File: src/rtl/tbt_pkg.sv
// -----------------------------------------------------------------------------
// tbt_pkg
// Shared definitions for the 2x2 matrix-multiplier stream sequencer:
//   - sequencer state encoding
//   - matrix geometry (words per matrix, operand words per job)
//   - default float word width
//   - small slot-decoding helpers used by the operand packer
// -----------------------------------------------------------------------------
package tbt_pkg;

    localparam int FLOATSIZE_DEFAULT = 32;
    localparam int MAT_WORDS         = 4;
    localparam int OPERAND_WORDS     = 8;
    localparam int CNT_W             = 3;

    typedef enum logic [2:0] {
        S_INIT  = 3'd0,
        S_FILL  = 3'd1,
        S_LOAD  = 3'd2,
        S_WAIT  = 3'd3,
        S_ACK   = 3'd4,
        S_DRAIN = 3'd5
    } state_t;

    // True on the slot index of the final operand word of a job.
    function automatic logic is_last_operand(input logic [CNT_W-1:0] cnt);
        return cnt == CNT_W'(OPERAND_WORDS - 1);
    endfunction

    // Slots 0..3 belong to matrix A, slots 4..7 to matrix B.
    function automatic logic is_b_slot(input logic [CNT_W-1:0] cnt);
        return cnt >= CNT_W'(MAT_WORDS);
    endfunction

endpackage

File: src/rtl/tbt_result_serializer.sv
// -----------------------------------------------------------------------------
// tbt_result_serializer
// Four-word parallel-load result buffer that streams its contents out one
// word per accepted beat, lowest word first, with last flagging the 4th word.
//
// Ports:
//   clk, reset         clock, asynchronous active-low reset
//   load, load_data    capture strobe and packed {W3,W2,W1,W0} result words
//   start              begin streaming from word 0 (one-cycle strobe)
//   out_data/out_valid/out_ready/out_last   registered output stream
//   done               high on the beat that transfers the last word
// -----------------------------------------------------------------------------
module tbt_result_serializer
    import tbt_pkg::*;
#(
    parameter int FLOATSIZE = FLOATSIZE_DEFAULT
) (
    input  logic                           clk,
    input  logic                           reset,
    input  logic                           load,
    input  logic [MAT_WORDS*FLOATSIZE-1:0] load_data,
    input  logic                           start,
    input  logic                           out_ready,
    output logic [FLOATSIZE-1:0]           out_data,
    output logic                           out_valid,
    output logic                           out_last,
    output logic                           done
);

    logic [FLOATSIZE-1:0] res_r [MAT_WORDS];
    logic [1:0]           idx_r;
    logic [FLOATSIZE-1:0] data_r;
    logic                 valid_r;
    logic                 last_r;
    logic                 beat_s;

    assign beat_s    = valid_r && out_ready;
    assign done      = beat_s && last_r;
    assign out_data  = data_r;
    assign out_valid = valid_r;
    assign out_last  = last_r;

    // Result buffer: captured in one shot, held until the next capture.
    always_ff @(posedge clk or negedge reset) begin
        if (!reset) begin
            for (int i = 0; i < MAT_WORDS; i++) begin
                res_r[i] <= '0;
            end
        end else if (load) begin
            for (int i = 0; i < MAT_WORDS; i++) begin
                res_r[i] <= load_data[i*FLOATSIZE +: FLOATSIZE];
            end
        end
    end

    // Output stage: data/last only move on an accepted beat, so they stay
    // stable under backpressure.
    always_ff @(posedge clk or negedge reset) begin
        if (!reset) begin
            idx_r   <= 2'd0;
            data_r  <= '0;
            valid_r <= 1'b0;
            last_r  <= 1'b0;
        end else if (start) begin
            idx_r   <= 2'd0;
            data_r  <= res_r[0];
            valid_r <= 1'b1;
            last_r  <= 1'b0;
        end else if (beat_s) begin
            if (last_r) begin
                idx_r   <= 2'd0;
                valid_r <= 1'b0;
                last_r  <= 1'b0;
            end else begin
                idx_r   <= idx_r + 2'd1;
                data_r  <= res_r[idx_r + 2'd1];
                last_r  <= (idx_r == 2'(MAT_WORDS - 2));
            end
        end
    end

endmodule

File: src/rtl/tbt_mult_sequencer.sv
// -----------------------------------------------------------------------------
// tbt_mult_sequencer
// Stream front/back end for the 2x2 floating-point matrix multiplier.
// Collects 8 operand words (A00,A01,A10,A11,B00,B01,B10,B11), pulses the
// multiplier load, waits for its result, completes the result_ready/ack
// handshake and streams the 4 result words (R00,R01,R10,R11) out.
// One job in flight at a time.
//
// Ports:
//   clk, reset                     clock, asynchronous active-low reset
//   in_data/in_valid/in_ready      operand word stream
//   mat_a, mat_b                   packed operands {X11,X10,X01,X00}
//   mult_load                      one-cycle start pulse to the multiplier
//   mult_result, mult_result_ready result bus and its valid flag
//   mult_result_ack                result acknowledge, held until ready drops
//   out_data/out_valid/out_ready/out_last   result word stream
//   busy                           low only while collecting operands
// -----------------------------------------------------------------------------
module tbt_mult_sequencer
    import tbt_pkg::*;
#(
    parameter int FLOATSIZE = FLOATSIZE_DEFAULT
) (
    input  logic                           clk,
    input  logic                           reset,
    input  logic [FLOATSIZE-1:0]           in_data,
    input  logic                           in_valid,
    output logic                           in_ready,
    output logic [MAT_WORDS*FLOATSIZE-1:0] mat_a,
    output logic [MAT_WORDS*FLOATSIZE-1:0] mat_b,
    output logic                           mult_load,
    input  logic [MAT_WORDS*FLOATSIZE-1:0] mult_result,
    input  logic                           mult_result_ready,
    output logic                           mult_result_ack,
    output logic [FLOATSIZE-1:0]           out_data,
    output logic                           out_valid,
    input  logic                           out_ready,
    output logic                           out_last,
    output logic                           busy
);

    state_t               state_r;
    state_t               next_state_s;
    logic [CNT_W-1:0]     cnt_r;
    logic                 init_seen_r;

    logic                 in_ready_r;
    logic                 mult_load_r;
    logic                 ack_r;
    logic                 busy_r;
    logic                 in_ready_s;
    logic                 mult_load_s;
    logic                 ack_s;
    logic                 busy_s;

    logic [FLOATSIZE-1:0] a_r [MAT_WORDS];
    logic [FLOATSIZE-1:0] b_r [MAT_WORDS];

    logic                 in_beat_s;
    logic                 capture_s;
    logic                 drain_start_s;
    logic                 drain_done_s;

    // in_ready_r is only ever high in S_FILL; the state term keeps the
    // accept condition self-contained.
    assign in_beat_s     = (state_r == S_FILL) && in_ready_r && in_valid;
    assign capture_s     = (state_r == S_WAIT) && mult_result_ready;
    assign drain_start_s = (state_r == S_ACK) && !mult_result_ready;

    assign in_ready        = in_ready_r;
    assign mult_load       = mult_load_r;
    assign mult_result_ack = ack_r;
    assign busy            = busy_r;

    for (genvar g = 0; g < MAT_WORDS; g++) begin : g_pack
        assign mat_a[g*FLOATSIZE +: FLOATSIZE] = a_r[g];
        assign mat_b[g*FLOATSIZE +: FLOATSIZE] = b_r[g];
    end

    // Next-state logic plus next values of the registered control outputs.
    always_comb begin
        next_state_s = state_r;
        case (state_r)
            S_INIT: begin
                // Hold one full cycle after reset release before accepting.
                if (init_seen_r) begin
                    next_state_s = S_FILL;
                end else begin
                    next_state_s = S_INIT;
                end
            end
            S_FILL: begin
                if (in_beat_s && is_last_operand(cnt_r)) begin
                    next_state_s = S_LOAD;
                end else begin
                    next_state_s = S_FILL;
                end
            end
            S_LOAD: begin
                next_state_s = S_WAIT;
            end
            S_WAIT: begin
                if (capture_s) begin
                    next_state_s = S_ACK;
                end else begin
                    next_state_s = S_WAIT;
                end
            end
            S_ACK: begin
                // Ack only drops once result_ready has been seen low.
                if (drain_start_s) begin
                    next_state_s = S_DRAIN;
                end else begin
                    next_state_s = S_ACK;
                end
            end
            S_DRAIN: begin
                if (drain_done_s) begin
                    next_state_s = S_FILL;
                end else begin
                    next_state_s = S_DRAIN;
                end
            end
            default: begin
                next_state_s = S_INIT;
            end
        endcase

        // Outputs are registered from the next state so they line up with
        // the state they describe.
        in_ready_s  = (next_state_s == S_FILL);
        mult_load_s = (next_state_s == S_LOAD);
        ack_s       = (next_state_s == S_ACK);
        busy_s      = (next_state_s != S_FILL);
    end

    // State register, control output registers and operand slot counter.
    always_ff @(posedge clk or negedge reset) begin
        if (!reset) begin
            state_r     <= S_INIT;
            init_seen_r <= 1'b0;
            cnt_r       <= '0;
            in_ready_r  <= 1'b0;
            mult_load_r <= 1'b0;
            ack_r       <= 1'b0;
            busy_r      <= 1'b0;
        end else begin
            state_r     <= next_state_s;
            init_seen_r <= 1'b1;
            in_ready_r  <= in_ready_s;
            mult_load_r <= mult_load_s;
            ack_r       <= ack_s;
            busy_r      <= busy_s;
            if (in_beat_s) begin
                // Wraps 7 -> 0 on the final operand.
                cnt_r <= cnt_r + CNT_W'(1);
            end
        end
    end

    // Operand registers: written only by accepted beats, so they stay
    // stable for the whole multiplier computation.
    always_ff @(posedge clk or negedge reset) begin
        if (!reset) begin
            for (int i = 0; i < MAT_WORDS; i++) begin
                a_r[i] <= '0;
                b_r[i] <= '0;
            end
        end else if (in_beat_s) begin
            if (is_b_slot(cnt_r)) begin
                b_r[cnt_r[1:0]] <= in_data;
            end else begin
                a_r[cnt_r[1:0]] <= in_data;
            end
        end
    end

    tbt_result_serializer #(
        .FLOATSIZE (FLOATSIZE)
    ) u_serializer (
        .clk       (clk),
        .reset     (reset),
        .load      (capture_s),
        .load_data (mult_result),
        .start     (drain_start_s),
        .out_ready (out_ready),
        .out_data  (out_data),
        .out_valid (out_valid),
        .out_last  (out_last),
        .done      (drain_done_s)
    );

endmodule

File: config.mk
export PLATFORM = sky130hd
export DESIGN_NAME = tbt_mult_sequencer
export DESIGN_NICKNAME = d
export VERILOG_FILES = /design/src/rtl/tbt_pkg.sv /design/src/rtl/tbt_result_serializer.sv /design/src/rtl/tbt_mult_sequencer.sv
export SDC_FILE = /design/constraint.sdc
export NUM_CORES = 1
export LEC_CHECK = 0
export ABC_CLOCK_PERIOD_IN_PS = 3700
export CAP_MARGIN = 20
export CORE_MARGIN = 1
export CORE_UTILIZATION = 35
export CTS_BUF_LIST = sky130_fd_sc_hd__clkbuf_8
export CTS_CLUSTER_DIAMETER = 40
export DETAILED_ROUTE_END_ITERATION = 10
export GPL_TIMING_DRIVEN = 0
export SLEW_MARGIN = 20
export SYNTH_ARGS = -nofsm -noshare
export SYNTH_HDL_FRONTEND = slang
export SYNTH_SLANG_ARGS = --single-unit
File: constraint.sdc
create_clock -name clk -period 3.7 [get_ports clk]
set_clock_uncertainty 0.1 [all_clocks]
set_input_delay 1.11 -clock clk [delete_from_list [all_inputs] [get_ports clk]]
set_output_delay 1.11 -clock clk [all_outputs]
set_load 0.03 [all_outputs]
==> results of run 1 <==
==> cell type report <==
cell class | count | area [µm²]
plain buffers | 72 | 592
clock inverters | 39 | 348
multi-input cells | 606 | 6920
inverters | 3 | 11.3
diodes | 2 | 5.00
flip-flops and latches | 431 | 10800
fillers | 4518 | 25900
well taps | 680 | 851
clock buffers | 102 | 1400
repair buffers | 463 | 4730
==> Yosys cell counts (3+ instances only) <==
library cell	n	area, µm²
mux2_4	210	3150
nor2_2	23	144
ha_1	6	75.1
mux2_2	166	1870
inv_1	3	11.3
buf_6	37	417
mux4_2	32	721
buf_4	4	30.0
buf_2	23	115
and3_1	10	62.6
a21oi_1	67	335
nand2_1	44	165
dfrtp_1	431	10800
nor2_1	12	45.0
mux2_1	10	113
clkbuf_1	8	30.0
==> metal layers <==
metal	share of wire [%]	wire length, µm	GRT usage, %
met1	42	22400	25.2
met2	45	24000	31.0
met3	9.9	5200	8.93
met4	2.1	1120	5.77
met5	0.15	77	0
==> flip-flops by register name, indices dropped and copies added, names as in the netlist <==
name                    cells
busy                        1
cnt_r                       3
in_ready                    1
init_seen_r                 1
mat_a                     128
mat_b                     128
mult_load                   1
mult_result_ack             1
state_r                     3
u_serializer.idx_r          2
u_serializer.out_data      32
u_serializer.out_last       1
u_serializer.out_valid      1
u_serializer.res_r        128
==> power by group <==
group          leakage, nW  internal (mW)  total [mW]  switching [mW]
Sequential            5.49           6.98        8.32            1.33
Clock                0.959           2.90        4.96            2.06
Combinational         5.10           5.87        11.7            5.84
==> per-stage QoR <==
stage                     hold WS, ns  util, %
after detailed placement        0.377     46.4
after CTS                       0.180     49.8
after global placement          0.369     46.1
final                           0.230     49.8
after floorplan                 0.374        -
after global routing            0.199     49.8
==> cells by family after synthesis <==
family | share of synthesized area, %
xor+xnor | 0.0478
flops | 58.9
compound gates | 2.11
buf+inv | 3.29
fa+ha+maj | 0.410
other cells | 0.0205
simple gates | 3.14
mux | 32.1
==> worst min path at each step <==
stage                                       from  slack, ns                      to  cells past startpoint
final                                      reset       0.23               mat_a[15]                      1
after global routing                       reset       0.20               mat_b[78]                      1
after CTS                                  reset       0.18               mat_a[45]                      1
after detailed placement              mat_b[113]       0.38              mat_b[113]                      1
after global placement                mat_b[116]       0.37              mat_b[116]                      1
after floorplan           u_serializer.res_r[77]       0.37  u_serializer.res_r[77]                      1
==> out/qor.yml, run 1 <==
outcome:
  outcome: "complete, no violations"
worst_setup_path:
  worst-path-stages: 1
  path_class: "flip-flop to output port"
  path_delay_family: "buffers and inverters"
  required_ns: 2.49
  crit_end: "out_last"
  crit_start: "u_serializer.out_last"
  cp-start-kind: "flip-flop"
  crit_buf_inv: 1
  cp.arrival_ns: 1.86
  worstSetupEndpointType: "output port"
  cp_slowest_cell: "clkdlybuf4s50_1"
  max_stage_delay_ns: 0.74
  crit_fanout: 8
  reg2reg_depth: 9
  timing.rr.end: "u_serializer.out_data[6]"
  r2r_start: "u_serializer.idx_r[0]"
  path_cells: "clkdlybuf4s50_1"
  reg2reg_slack_ns: 1.09
cells_and_area:
  most-common-layout-cells: "clkdlybuf4s50_1 (457), dfrtp_1 (431), mux2_4 (210)"
  drive_gt1_share_pct: 36.5
  area_growth_pct: 40.1
  finish.instance_area_mm2: 0.0256
  final_common_cell: "clkdlybuf4s50_1"
  nNetsFinal: 1831
  fin_cells: 2398
power_and_ir_drop:
  peakVddDrop_uv: 447
  p_per_area_mw_per_mm2: 974
  power.leakage_nw: 11.6
  power.total_mw: 25.0
grt:
  grt.overflow.total: 0
  grt_first_pass_wirelength_um: 79600
  grt_usage_pct: 20.0
  antenna_found_initial: 11
  grt_max_degree: 96
  first_global_vias: 12200
clock_network:
  cts_buffers: 83
  postCtsResizedCells: 0
  clkSlewWorstSetupHoldPaths_ns: 0.06
  tritoncts: "built"
  cts_sinks: 431
  post_cts_buffers: 0
  cts.path.max_buffers: 3
  htree_levels: 3
  root_buffer: "clkbuf_8"
  worstSkewPairLatency_ns: 0.65
  cts_hold_buf: 0
job:
  drv_cap: 0
timing:
  setup_ws_ns: 0.634
  hold_viol: 0
  final.setup.tns_ns: 0
  fin_crit_ns: 3.07
  period_share_pct: 82.9
  setup-violations-final: 0
  max_slew_margin_pct: 56.1
  max_freq_mhz: 326
  slew_violations: 0
  worst_slew_pin_slew_ns: 0.656
  rsz0062_at_grt: "no"
placed_design:
  placed_area_mm2: 0.0239
  place_ws_ns: 0.451
  dp.cells: 2255
  place_congestion: 0.795
  hpwl_um: 37800
  io_buffers: 458
drt:
  first_pass_iters: 6
  finalWirelength_um: 52800
  via_per_inst: 4.72
  drc: 0
  antenna_left: 0
  wl_per_cell_um: 22.0
  vias: 11300
  drt_iter0_drc: 479
floorplanning:
  ios: 459
  dieArea_mm2: 0.0532
  rows: 83
  start_util_pct: 35.6
  core-area_mm2: 0.0515
  die_h_um: 231
  die_x_um: 231
logic_synthesis:
  yosysUniqueCellTypes: 38
  synth_seq_area_share_pct: 58.9
  yosysWarningCount: 0
  ys.flop_type: "dfrtp_1"
  synth-edff-count: 0
  netlist_area_mm2: 0.0183
  ys_seq_elements: 431
  syn_area_per_cell_um2: 16.5
  syn_nets: 1283
  synthCells: 1112
  synthArstFlopShare_pct: 100
hold_path:
  hp-class: "input port to asynchronous set/reset pin"
Power figures use the tool's default switching activity.
==> run 2, diff against run 1 <==
--- a/config.mk
+++ b/config.mk
@@ -5,7 +5,7 @@
 export SDC_FILE = /design/constraint.sdc
 export NUM_CORES = 1
 export LEC_CHECK = 0
-export ABC_CLOCK_PERIOD_IN_PS = 3700
+export ABC_CLOCK_PERIOD_IN_PS = 2540
 export CAP_MARGIN = 20
 export CORE_MARGIN = 1
 export CORE_UTILIZATION = 35
==> constraint.sdc (replaced) <==
create_clock -name clk -period 2.54 [get_ports clk]
set_clock_uncertainty 0.1 [all_clocks]
set_input_delay 0.762 -clock clk [delete_from_list [all_inputs] [get_ports clk]]
set_output_delay 0.762 -clock clk [all_outputs]
set_load 0.03 [all_outputs]
==> run 2 against run 1 <==
  * Wire length increased by 0.13%
  * Non-clock buffer count unchanged
  * Core utilization shrank 0.68 points
  * Sequential share of layout area increased by 0.58 points
  * Register-to-register slack got worse by 0.85 ns
  * Via count grew 0.22%
  * Critical path type unchanged
  * Critical endpoint unchanged
  * Highest routed layer unchanged
==> out/qor.yml, run 2 (same netlist as run 1, synthesis figures left out) <==
outcome:
  outcome: "complete, no violations"  # unchanged
floorplanning:
  core-area_mm2: 0.0515  # unchanged
  rows: 83  # unchanged
  ios: 459  # unchanged
  start_util_pct: 35.6  # unchanged
  dieArea_mm2: 0.0532  # unchanged
  die_x_um: 231  # unchanged
  die_h_um: 231  # unchanged
cells_and_area:
  final_common_cell: "dfrtp_1"  # was clkdlybuf4s50_1
  most-common-layout-cells: "dfrtp_1 (431), dlygate4sd2_1 (293), mux2_4 (210)"  # was clkdlybuf4s50_1 (457), dfrtp_1 (431), mux2_4 (210)
  fillCellCount: 4571  # was 4,518
  fin_cells: 2398  # unchanged
  nNetsFinal: 1831  # unchanged
  area_growth_pct: 38.1  # was 40.1%
  drive_gt1_share_pct: 36.5  # unchanged
  fin_util_pct: 49.1  # was 49.8%
worst_setup_path:
  cp-start-kind: "flip-flop"  # unchanged
  cp.arrival_ns: 1.55  # was 1.86 ns
  crit_fanout: 8  # unchanged
  reg2reg_depth: 8  # was 9
  r2r_start: "u_serializer.idx_r[0]"  # unchanged
  reg2reg_slack_ns: 0.24  # was 1.09 ns
  path_cells: "clkdlybuf4s15_1"  # was clkdlybuf4s50_1
  crit_start: "u_serializer.out_last"  # unchanged
  max_stage_delay_ns: 0.47  # was 0.74 ns
  crit_buf_inv: 1  # unchanged
  required_ns: 1.68  # was 2.49 ns
  worst-path-stages: 1  # unchanged
  path_delay_family: "flip-flops"  # was buffers and inverters
  timing.rr.end: "u_serializer.out_data[6]"  # unchanged
  path_class: "flip-flop to output port"  # unchanged
  crit_end: "out_last"  # unchanged
  worstSetupEndpointType: "output port"  # unchanged
  cp_slowest_cell: "dfrtp_1"  # was clkdlybuf4s50_1
grt:
  antenna_found_initial: 11  # unchanged
  busiest_layer: "met2"  # unchanged
  grt_use_met2_pct: 31.1  # was 31.0%
  gr-usage-met1_pct: 25.3  # was 25.2%
  grt_max_degree: 96  # unchanged
  grt.overflow.total: 0  # unchanged
  first_global_vias: 12300  # was 12.2k
  grt_usage_pct: 20.1  # was 20.0%
  grt_first_pass_wirelength_um: 79900  # was 79,600 µm
  met3_usage_pct: 9.05  # was 8.93%
drt:
  via_per_inst: 4.73  # was 4.72
  wl_per_cell_um: 22.0  # about the same
  vias: 11300  # about the same
  antenna_left: 0  # unchanged
  first_pass_iters: 6  # unchanged
  drt_iter0_drc: 504  # was 479
  finalWirelength_um: 52800  # about the same
  drc: 0  # unchanged
clock_network:
  root_buffer: "clkbuf_8"  # unchanged
  post_cts_buffers: 0  # unchanged
  worstSkewPairLatency_ns: 0.64  # was 0.65 ns
  clkSlewWorstSetupHoldPaths_ns: 0.06  # about the same
  cts_sinks: 431  # unchanged
  htree_levels: 3  # unchanged
  cts_buffers: 83  # unchanged
  cts.path.max_buffers: 3  # unchanged
  tritoncts: "built"  # unchanged
hold_path:
  hold_start: "mat_b[113]"
  hp-class: "flip-flop to flip-flop"  # was input port to asynchronous set/reset pin
placed_design:
  dp.cells: 2255  # unchanged
  place_congestion: 0.795  # unchanged
  hpwl_um: 37800  # unchanged
  io_buffers: 458  # unchanged
power_and_ir_drop:
  peakVddDrop_uv: 650  # was 447 µV
  power.leakage_nw: 12.3  # was 11.6 nW
  power.total_mw: 34.8  # was 25.0 mW
  p_per_area_mw_per_mm2: 1380  # was 974 mW/mm²
timing:
  hold_viol: 0  # unchanged
  slew_violations: 0  # unchanged
  max_freq_mhz: 415
  setup-violations-final: 0  # unchanged
  fin_crit_ns: 2.41
  period_share_pct: 94.8
  worst_slew_pin_slew_ns: 0.658  # was 0.656 ns
  rsz0062_at_grt: "no"  # unchanged
  max_slew_margin_pct: 56.0  # was 56.1%
job:
  drv_cap: 0  # unchanged
## run 2: changes by cell type in the layout (fill, tap and decap cells not counted), moves of 2 or more
cell and delta:
clkdlybuf4s50_1 -294, dlygate4sd2_1 +293, buf_2 -3, buf_4 +2
## run 2: area by class of cell
class	count	area [µm²]	area share (%)
clock buffers	102	1400	5.55
clock inverters	39	348	1.37
multi-input cells	606	6920	27.4
diodes	2	5.00	0.0198
plain buffers	71	599	2.37
repair buffers	464	4370	17.3
flip-flops and latches	431	10800	42.6
well taps	680	851	3.36
inverters	3	11.3	0.0445
## run 2: what timing repair did
| item | in CTS | in global routing |
|---|---|---|
| setup endpoints to repair | 323 | 30 |
| hold buffers | 1 | 0 |
| hold endpoints to repair | 36 | 0 |
| resized for setup | 298 | 1 |
| pin swaps | 0 | 0 |
## run 2: where the power goes
part,switching [mW],internal [mW],leakage [nW]
logic,8.51,7.03,5.89
clock network,3.00,4.23,0.959
registers,1.85,10.2,5.49
total,13.4,21.4,12.3
## run 2: worst min-delay path by stage
stage                 endpoint  slack (ns)  cells past startpoint
floorplan                 busy        0.37                      0
global placement    mat_b[116]        0.37                      1
detailed placement  mat_b[113]        0.38                      1
CTS                 mat_b[113]        0.38                      1
global route        mat_b[115]        0.40                      1
finish              mat_b[113]        0.38                      1
## run 2: per-stage QoR
step                      worst slack [ns]  setup TNS, ns  instance area (µm²)  hold WS [ns]
final                                0.131              0                25300         0.380
after detailed placement            -0.361         -58.74                23900         0.377
after floorplan                      0.435              0                18300         0.366
after global routing              0.000532              0                25300         0.404
after global placement              -18.82       -8132.82                23700         0.369
after CTS                           0.0272              0                25300         0.383
## run 2: metal layers
metal | vias to the layer above | routed length, µm | share of wire [%]
li1 | 5080 | - | -
met1 | 5740 | 22300 | 42
met2 | 411 | 24100 | 46
met3 | 100 | 5310 | 10
met4 | 12 | 1110 | 2.1
met5 | - | 77 | 0.15
